## src/rtl/iomem_arb_pkg.sv

```systemverilog
// Shared definitions for the iomem bus arbiter: FSM encodings and constants.
package iomem_arb_pkg;

  typedef enum logic [1:0] {
    ST_IDLE = 2'd0,
    ST_BUSY = 2'd1,
    ST_ERR  = 2'd2
  } state_e;

  localparam logic [31:0] TIMEOUT_DATA = 32'hFFFF_FFFF;
  localparam int          MAX_REQ      = 4;

endpackage

```

## src/rtl/iomem_arb_rr_pick.sv

```systemverilog
// Combinational round-robin picker: scans from last+1 upward with wrap and
// reports whether anyone requests plus the winning index.
module rr_pick
  import iomem_arb_pkg::*;
#(
  parameter int N = 2
) (
  input  logic [N-1:0]                 req,
  input  logic [$clog2(MAX_REQ)-1:0]   last,
  output logic                         any,
  output logic [$clog2(MAX_REQ)-1:0]   idx
);

  // Walk distances from farthest to nearest so the nearest requester wins.
  always_comb begin
    any = |req;
    idx = '0;
    for (int k = N; k >= 1; k--) begin
      for (int i = 0; i < N; i++) begin
        if (req[i] && ((int'(last) + k) % N == i)) idx = ($clog2(MAX_REQ))'(i);
      end
    end
  end

endmodule

```

## src/rtl/iomem_arb.sv

```systemverilog
// Round-robin arbiter sharing one iomem bus between N requesters.
// Optional slave watchdog enabled by defining IOMEM_ARB_TIMEOUT_EN.
module iomem_arb
  import iomem_arb_pkg::*;
#(
  parameter int N       = 2,
  parameter int TIMEOUT = 255
) (
  input  logic              ck,
  input  logic              rst,
  input  logic [N-1:0]      req_valid,
  input  logic [32*N-1:0]   req_addr,
  input  logic [32*N-1:0]   req_wdata,
  input  logic [4*N-1:0]    req_wstrb,
  output logic [N-1:0]      req_ready,
  output logic [31:0]       req_rdata,
  output logic              m_valid,
  output logic [31:0]       m_addr,
  output logic [31:0]       m_wdata,
  output logic [3:0]        m_wstrb,
  input  logic              m_ready,
  input  logic [31:0]       m_rdata,
  output logic              timeout
);

  state_e      state_q, state_d;
  logic [1:0]  grant_q, grant_d, last_q, last_d;
  logic [31:0] addr_q, addr_d, wdata_q, wdata_d;
  logic [3:0]  wstrb_q, wstrb_d;
  logic        pick_any;
  logic [1:0]  pick_idx;
  logic [31:0] sel_addr, sel_wdata;
  logic [3:0]  sel_wstrb;
  logic        done;
  logic [31:0] done_data;
`ifdef IOMEM_ARB_TIMEOUT_EN
  logic [7:0]  cnt_q, cnt_d;
  logic        timeout_q, timeout_d;
`else
  wire  [39:0] unused_cfg = {8'(TIMEOUT), TIMEOUT_DATA};
`endif

  rr_pick #(.N(N)) u_pick (
    .req  (req_valid),
    .last (last_q),
    .any  (pick_any),
    .idx  (pick_idx)
  );

  always_comb begin
    sel_addr  = '0;
    sel_wdata = '0;
    sel_wstrb = '0;
    for (int i = 0; i < N; i++) begin
      if (pick_idx == 2'(i)) begin
        sel_addr  = req_addr[32*i +: 32];
        sel_wdata = req_wdata[32*i +: 32];
        sel_wstrb = req_wstrb[4*i +: 4];
      end
    end
  end

  always_comb begin
    state_d   = state_q;
    grant_d   = grant_q;
    last_d    = last_q;
    addr_d    = addr_q;
    wdata_d   = wdata_q;
    wstrb_d   = wstrb_q;
    done      = 1'b0;
    done_data = '0;
`ifdef IOMEM_ARB_TIMEOUT_EN
    cnt_d     = cnt_q;
    timeout_d = timeout_q;
`endif
    case (state_q)
      ST_IDLE: begin
        if (pick_any) begin
          state_d = ST_BUSY;
          grant_d = pick_idx;
          last_d  = pick_idx;
          addr_d  = sel_addr;
          wdata_d = sel_wdata;
          wstrb_d = sel_wstrb;
`ifdef IOMEM_ARB_TIMEOUT_EN
          cnt_d   = '0;
`endif
        end
      end
      ST_BUSY: begin
        // An ack on the count-reached cycle still completes normally.
        if (m_ready) begin
          state_d   = ST_IDLE;
          done      = 1'b1;
          done_data = m_rdata;
        end
`ifdef IOMEM_ARB_TIMEOUT_EN
        else if (cnt_q == 8'(TIMEOUT - 1)) begin
          state_d   = ST_ERR;
          timeout_d = 1'b1;
        end else begin
          cnt_d = cnt_q + 8'd1;
        end
`endif
      end
`ifdef IOMEM_ARB_TIMEOUT_EN
      ST_ERR: begin
        state_d   = ST_IDLE;
        done      = 1'b1;
        done_data = TIMEOUT_DATA;
      end
`endif
      default: state_d = ST_IDLE;
    endcase
  end

  // A transaction being killed by reset never reports completion.
  always_comb begin
    req_ready = '0;
    req_rdata = '0;
    for (int i = 0; i < N; i++) req_ready[i] = done && !rst && (grant_q == 2'(i));
    if (done && !rst) req_rdata = done_data;
  end

  always_ff @(posedge ck) begin
    if (rst) begin
      state_q   <= ST_IDLE;
      grant_q   <= '0;
      last_q    <= 2'(N - 1);
      addr_q    <= '0;
      wdata_q   <= '0;
      wstrb_q   <= '0;
`ifdef IOMEM_ARB_TIMEOUT_EN
      cnt_q     <= '0;
      timeout_q <= 1'b0;
`endif
    end else begin
      state_q   <= state_d;
      grant_q   <= grant_d;
      last_q    <= last_d;
      addr_q    <= addr_d;
      wdata_q   <= wdata_d;
      wstrb_q   <= wstrb_d;
`ifdef IOMEM_ARB_TIMEOUT_EN
      cnt_q     <= cnt_d;
      timeout_q <= timeout_d;
`endif
    end
  end

  assign m_valid = (state_q == ST_BUSY);
  assign m_addr  = addr_q;
  assign m_wdata = wdata_q;
  assign m_wstrb = wstrb_q;
`ifdef IOMEM_ARB_TIMEOUT_EN
  assign timeout = timeout_q;
`else
  assign timeout = 1'b0;
`endif

endmodule

```

## config.mk

```make
export PLATFORM = sky130hd
export DESIGN_NAME = iomem_arb
export DESIGN_NICKNAME = d
export VERILOG_FILES = /design/src/rtl/iomem_arb_pkg.sv /design/src/rtl/iomem_arb_rr_pick.sv /design/src/rtl/iomem_arb.sv
export SDC_FILE = /design/constraint.sdc
export NUM_CORES = 1
export LEC_CHECK = 0
export CORE_AREA = 2 2 107 109
export CTS_CLUSTER_SIZE = 25
export DETAILED_ROUTE_END_ITERATION = 8
export DIE_AREA = 0 0 109 111
export PLACE_DENSITY = 0.77
export SYNTH_ARGS = -nofsm -noshare
export SYNTH_HDL_FRONTEND = slang
export SYNTH_HIERARCHICAL = 1
export SYNTH_SLANG_ARGS = --single-unit
```

## constraint.sdc

```tcl
create_clock -name ck -period 2.3 [get_ports ck]
set_clock_uncertainty 0.05 [all_clocks]
set_input_delay 0.69 -clock ck [delete_from_list [all_inputs] [get_ports ck]]
set_output_delay 0.69 -clock ck [all_outputs]
set_load 0.02 [all_outputs]
```

==> results.txt <==
Core area: 11100 µm²
Depth of the CTS H-tree: 3
IO Port Bufs: 275
Syn Inst Count: 291
EDFF count, synth: 0
TritonCTS buffer count: 9
Worst R2R Path Depth: 5
Final ANT Viol Nets: 0
Setup crit start kind: input pin
Clk slew on worst S/H paths: 0.05 ns
RSZ-0062 raised after global routing: no
Vias in the first global route: 3559
Max incr delay on CP: 0.22 ns
Tot GR Track Use: 0.184
FF+latch count, synth: 72
Sequential area share after synthesis: 0.434
CTS tree: done
Drt total wl: 11300 µm
Final setup fails: 0
Crit-path leading delay family: buffers and inverters
Core Rows: 39
Vias per inst: 4.67
Most common cell after layout, fill and taps aside: clkdlybuf4s50_1
Clk buf depth: 2
Most frequent cells in the layout: clkdlybuf4s50_1 (239), dfxtp_1 (72), mux2i_1 (68)
CP Max Fanout: 8
Worst EP arrival: 1.47 ns
Critical Path Most Common Cell: buf_6
HP Class: register to register
Synth area leader: dfxtp_1
Status: finished clean
Starting DRC count in detailed routing: 98
Synth top area cells: dfxtp_1 (43%), mux2i_1 (20%), o2bb2ai_1 (13%), o2bb2ai_2 (9.0%), and2_1 (6.0%)
First-pass GRT wire length: 17400 µm
Area delta synth->final: 101%
Final setup TNS: 0 ns
Power per standard cell area: 546 nW/µm²
Hold Path End: m_wstrb[3]$_SDFFE_PP0P_
Post-synth top area share: 0.434
Netlist cell types: 24
DRC Markers: 0
Share of cells above drive strength 1: 0.198
Worst VDD drop: 282 µV
Cell area after layout: 6670 µm²
Die H: 111 µm
Average wire per standard cell: 15.9 µm
Global route overflow: 0
Critical path type: input pin to output port
Most used DFF post-synth: dfxtp_1
WHS Path Cells: 1
Syn nets: 464
Layout net count: 740
Antenna cells: 0
Worst skew pair latency: 0.32 ns
Ports: 277
FFs w/ async S/R, synth: 0
Final HPWL DP: 8640 µm
Maximum clock rate: 452 MHz
WP data required: 1.56 ns
Antenna violations before repair: 0
Worst hold slack: 0.406 ns
Die area: 12100 µm²
Drt pass-1 iters: 4
Syn Area/Cell: 11.4 µm²
Post-Layout Cell Count: 715
Total of warnings raised by yosys: 6
CP Buf/Inv Count: 3
Via Count: 3340
Clock root buffer: clkbuf_16
Placed Area: 6300 µm²
Initial Util: 0.300
Worst R2R Setup Slack: 0.66 ns
Die W: 109 µm
Crit path max-delay cell type: nor2_4
Mapped Area: 3320 µm²
Tcrit/Tclk final: 0.963
Placed Instances: 696
Reg-to-Reg End: m_wstrb[2]$_SDFFE_PP0P_
Clock sinks: 72
Max Slew Vio Count: 0
Hold_sp: m_wstrb[3]$_SDFFE_PP0P_
Worst r2r src: state_q[0]$_SDFFE_PP0P_
CP Cell Sequence: buf_2 > nor2_4 > buf_6 > and2_4 > buf_6
GPL Wtd Cong: 0.823
# Max-Cap Violations: 0
Endpoint type of the worst setup path: output port
Largest net degree at the start of global routing: 41
Final Hold Fails: 0
Pleak: 2.57 nW
Post-CTS Setup Repair Bufs: 0
Post-layout min period: 2.21 ns
[per-layer routing]
layer  GRT usage  vias up  part of all wire
met5           0        -                 0
met4      0.0701        0             0.018
met3      0.0553       15             0.091
met2       0.348      160              0.53
met1       0.182     1533              0.36
li1            -     1632                 -
[timing repair]
item	4_1_cts	5_1_grt
endpoints found under the setup margin	34	29
gates resized for setup	194	30
pin swaps	2	3
hold buffers	0	0
cloned	2	1
[final cells by class]
class	instances	area [µm²]
multi-input cells	190	1810
fillers	923	4410
flip-flops and latches	72	1440
clock buffers	10	229
clock inverters	6	60.1
well taps	143	179
repair buffers	294	2950
[cell usage after synthesis, drive strengths merged (2+ instances only)]
master	instances
a21oi	4
and2	32
buf	18
clkbuf	11
conb	2
dfxtp	72
mux2i	68
nand2	6
nand2b	2
nor2	2
o2bb2ai	68
[state kept, by name (all words and copies together) (netlist names)]
name / flops
m_wstrb: 4
last_q: 1
state_q: 1
m_addr: 32
grant_q: 2
m_wdata: 32
[stage by stage]
step | setup WS, ns | utilization | power, mW
after global placement | -0.874 | 0.569 | 2.31
after floorplan | 0.0278 | - | 1.77
after detailed placement | -0.837 | 0.569 | 2.32
final | 0.0853 | 0.602 | 3.64
after CTS | -0.0220 | 0.596 | 3.68
after global routing | 0.0358 | 0.602 | 3.81
[logic make-up after synthesis]
logic type,after synthesis,share of synthesized area
flip-flops,72,0.434
multiplexers,68,0.205
AO/OA/AOI/OAI,73,0.225
AND/OR/NAND/NOR,47,0.0862
other,2,0.00226
buffers and inverters,29,0.0482
[power by group]
group | switching (mW) | internal (mW) | total [mW]
combinational | 0.378 | 0.557 | 0.935
clock | 0.505 | 0.833 | 1.34
sequential | 0.0463 | 1.32 | 1.37
[worst max-delay path by stage]
stage                  from  cells after the start  slack [ns]       endpoint
floorplan               rst                      2        0.03   req_ready[0]
global placement    m_ready                      6       -0.87   req_ready[0]
detailed placement  m_ready                      6       -0.84   req_ready[0]
CTS                 m_ready                      6       -0.02  req_rdata[21]
global route            rst                      5        0.04   req_rdata[9]
finish                  rst                      5        0.09  req_rdata[22]
Power figures use the tool's default switching activity.
==> patch (same settings) <==
`N` is set to 2 in 2 places; all go to 1.
--- a/src/rtl/iomem_arb_rr_pick.sv
+++ b/src/rtl/iomem_arb_rr_pick.sv
@@ -3,7 +3,7 @@
 module rr_pick
   import iomem_arb_pkg::*;
 #(
-  parameter int N = 2
+  parameter int N = 1
 ) (
   input  logic [N-1:0]                 req,
   input  logic [$clog2(MAX_REQ)-1:0]   last,
--- a/src/rtl/iomem_arb.sv
+++ b/src/rtl/iomem_arb.sv
@@ -3,7 +3,7 @@
 module iomem_arb
   import iomem_arb_pkg::*;
 #(
-  parameter int N       = 2,
+  parameter int N       = 1,
   parameter int TIMEOUT = 255
 ) (
   input  logic              ck,
Interface: changed (5 resized); port bits go from 277 to 207. No check against the original RTL was run, so the function may have changed too.
==> patch against the unedited design <==
Setup slack got worse by 0.067 ns; critical path type unchanged; sequential cell count fell by 1; register-to-register slack improved by 0.11 ns; final area fell by 25%; total power fell by 19%; global-route usage fell by 5.1 points; clock power fell by 8%; fmax fell by 2.9%; routed wire length fell by 28%; synthesized area fell by 26%; synthesized cell count fell by 28%.
==> patch: results (changes against the unedited design) <==
status completed; synth unique cells 17 (-29%); Post-synth ARST share 0% (unchanged); top cell types by occurrence after synthesis dfxtp_1, a22o_1, and2_1, buf_2; WL final 8210 um (-28%); share of cells above drive strength 1 18.5% (-1.2 points); wire length on met3 984 um (-4.1%); pin count of the biggest net entering global routing 47 (+15%); first-pass GRT wire length 12300 um (-29%); pre-CTS setup slack -0.810 ns (+0.0271 ns); Area contributors post-synth dfxtp_1, a22o_1, and2_1; global-route usage over all layers 13.2% (-5.1 points); hpwl dp 5920 um (-31%); Final Wtd Congestion 0.777 (-5.6%); Detailed Route Iter0 Violations 150 (+53%); Hold Fails Final Rpt 0 (unchanged); sequential share of the synthesized area 58.1% (+15 points); hold_sp m_addr[8]$_SDFFE_PP0P_; Critical Path AT 1.54 ns (+0.07 ns); Fill cells 983 (+6.5%); critical path startpoint m_ready; Vias 2465 (-26%); VDD IR max 0.302 mV (+7.2%); vias in the first global route 2596 (-27%); Lkg Pwr 2.01 nW (-22%); # port buffers 205 (-25%); dpl cell area 4650 um^2 (-26%); Final #Nets 521 (-30%); met2 wire len 4070 um (-33%); WL met1 3000 um (-26%)
[patch: cell types whose count changed after synthesis, sizes merged, moves of 2 or more]
cell     unedited run  this run
mux2i              68         0
a22o                0        68
o2bb2ai            68         0
buf                18        16
clkbuf             11         5
[patch: worst paths after layout]
check / to / slack, ns / cells past startpoint
worst max-delay path: req_rdata[4] / 0.02 / 8
worst min-delay path: m_addr[8]$_SDFFE_PP0P_ / 0.42 / 1
worst max register to register: m_wdata[11]$_SDFFE_PP0P_ / 0.77 / 5
worst min register to register: m_addr[8]$_SDFFE_PP0P_ / 0.42 / 1
[patch: cell families after synthesis]
group,share of synthesized area [%]
other cells,0.307
compound gates,24.9
flops,58.1
buf+inv,5.06
simple gates,11.6
[patch: layout make-up]
cell class / instances / area [um^2] / share of cell area, %
Clock buffer: 10 / 239 / 4.81
Clock inverter: 5 / 25.0 / 0.503
Multi-Input combinational cell: 118 / 953 / 19.2
Sequential cell: 71 / 1420 / 28.6
Tap cell: 143 / 179 / 3.60
Timing Repair Buffer: 217 / 2150 / 43.3
[patch: worst max-delay path: stages]
cell and delay [ns]:
buf_6 0.10, nand2_4 0.07, nor2_4 0.04, buf_12 0.12
buf_6 0.11, buf_16 0.13, and2_1 0.15, buf_6 0.13
[patch: through the flow]
| stage | total power, W | TNS [ns] | utilization [%] | std cells | hold slack, ns |
|---|---|---|---|---|---|
| after floorplan | 0.00145 | 0 | - | 210 | 0.380 |
| after global placement | 0.00172 | -24.97 | 42.0 | 544 | 0.401 |
| after detailed placement | 0.00173 | -25.65 | 42.0 | 544 | 0.404 |
| after CTS | 0.00300 | -0.0102 | 44.8 | 564 | 0.416 |
| after global routing | 0.00308 | -0.00464 | 44.9 | 564 | 0.431 |
| final | 0.00295 | 0 | 44.9 | 564 | 0.419 |
[patch: timing repair]
item	in CTS	in global routing
resized for setup	185	4
gates cloned	2	0
setup buffers	3	0
pin swaps	6	1
endpoints found under the setup margin	33	12
hold buffers	0	0
[patch: power groups by stage]
stage	logic [W]	clock network [W]	registers, W
after floorplan	0.000104	0	0.00134
after global placement	0.000418	0	0.00131
after detailed placement	0.000422	0	0.00131
after CTS	0.000436	0.00128	0.00128
after global routing	0.000461	0.00133	0.00128
final	0.000435	0.00123	0.00128
[patch: metal layers]
layer,vias to the layer above,global-route usage [%]
met5,-,0
li1,1172,-
met3,14,5.94
met1,1116,13.8
met2,163,22.7
met4,0,5.47
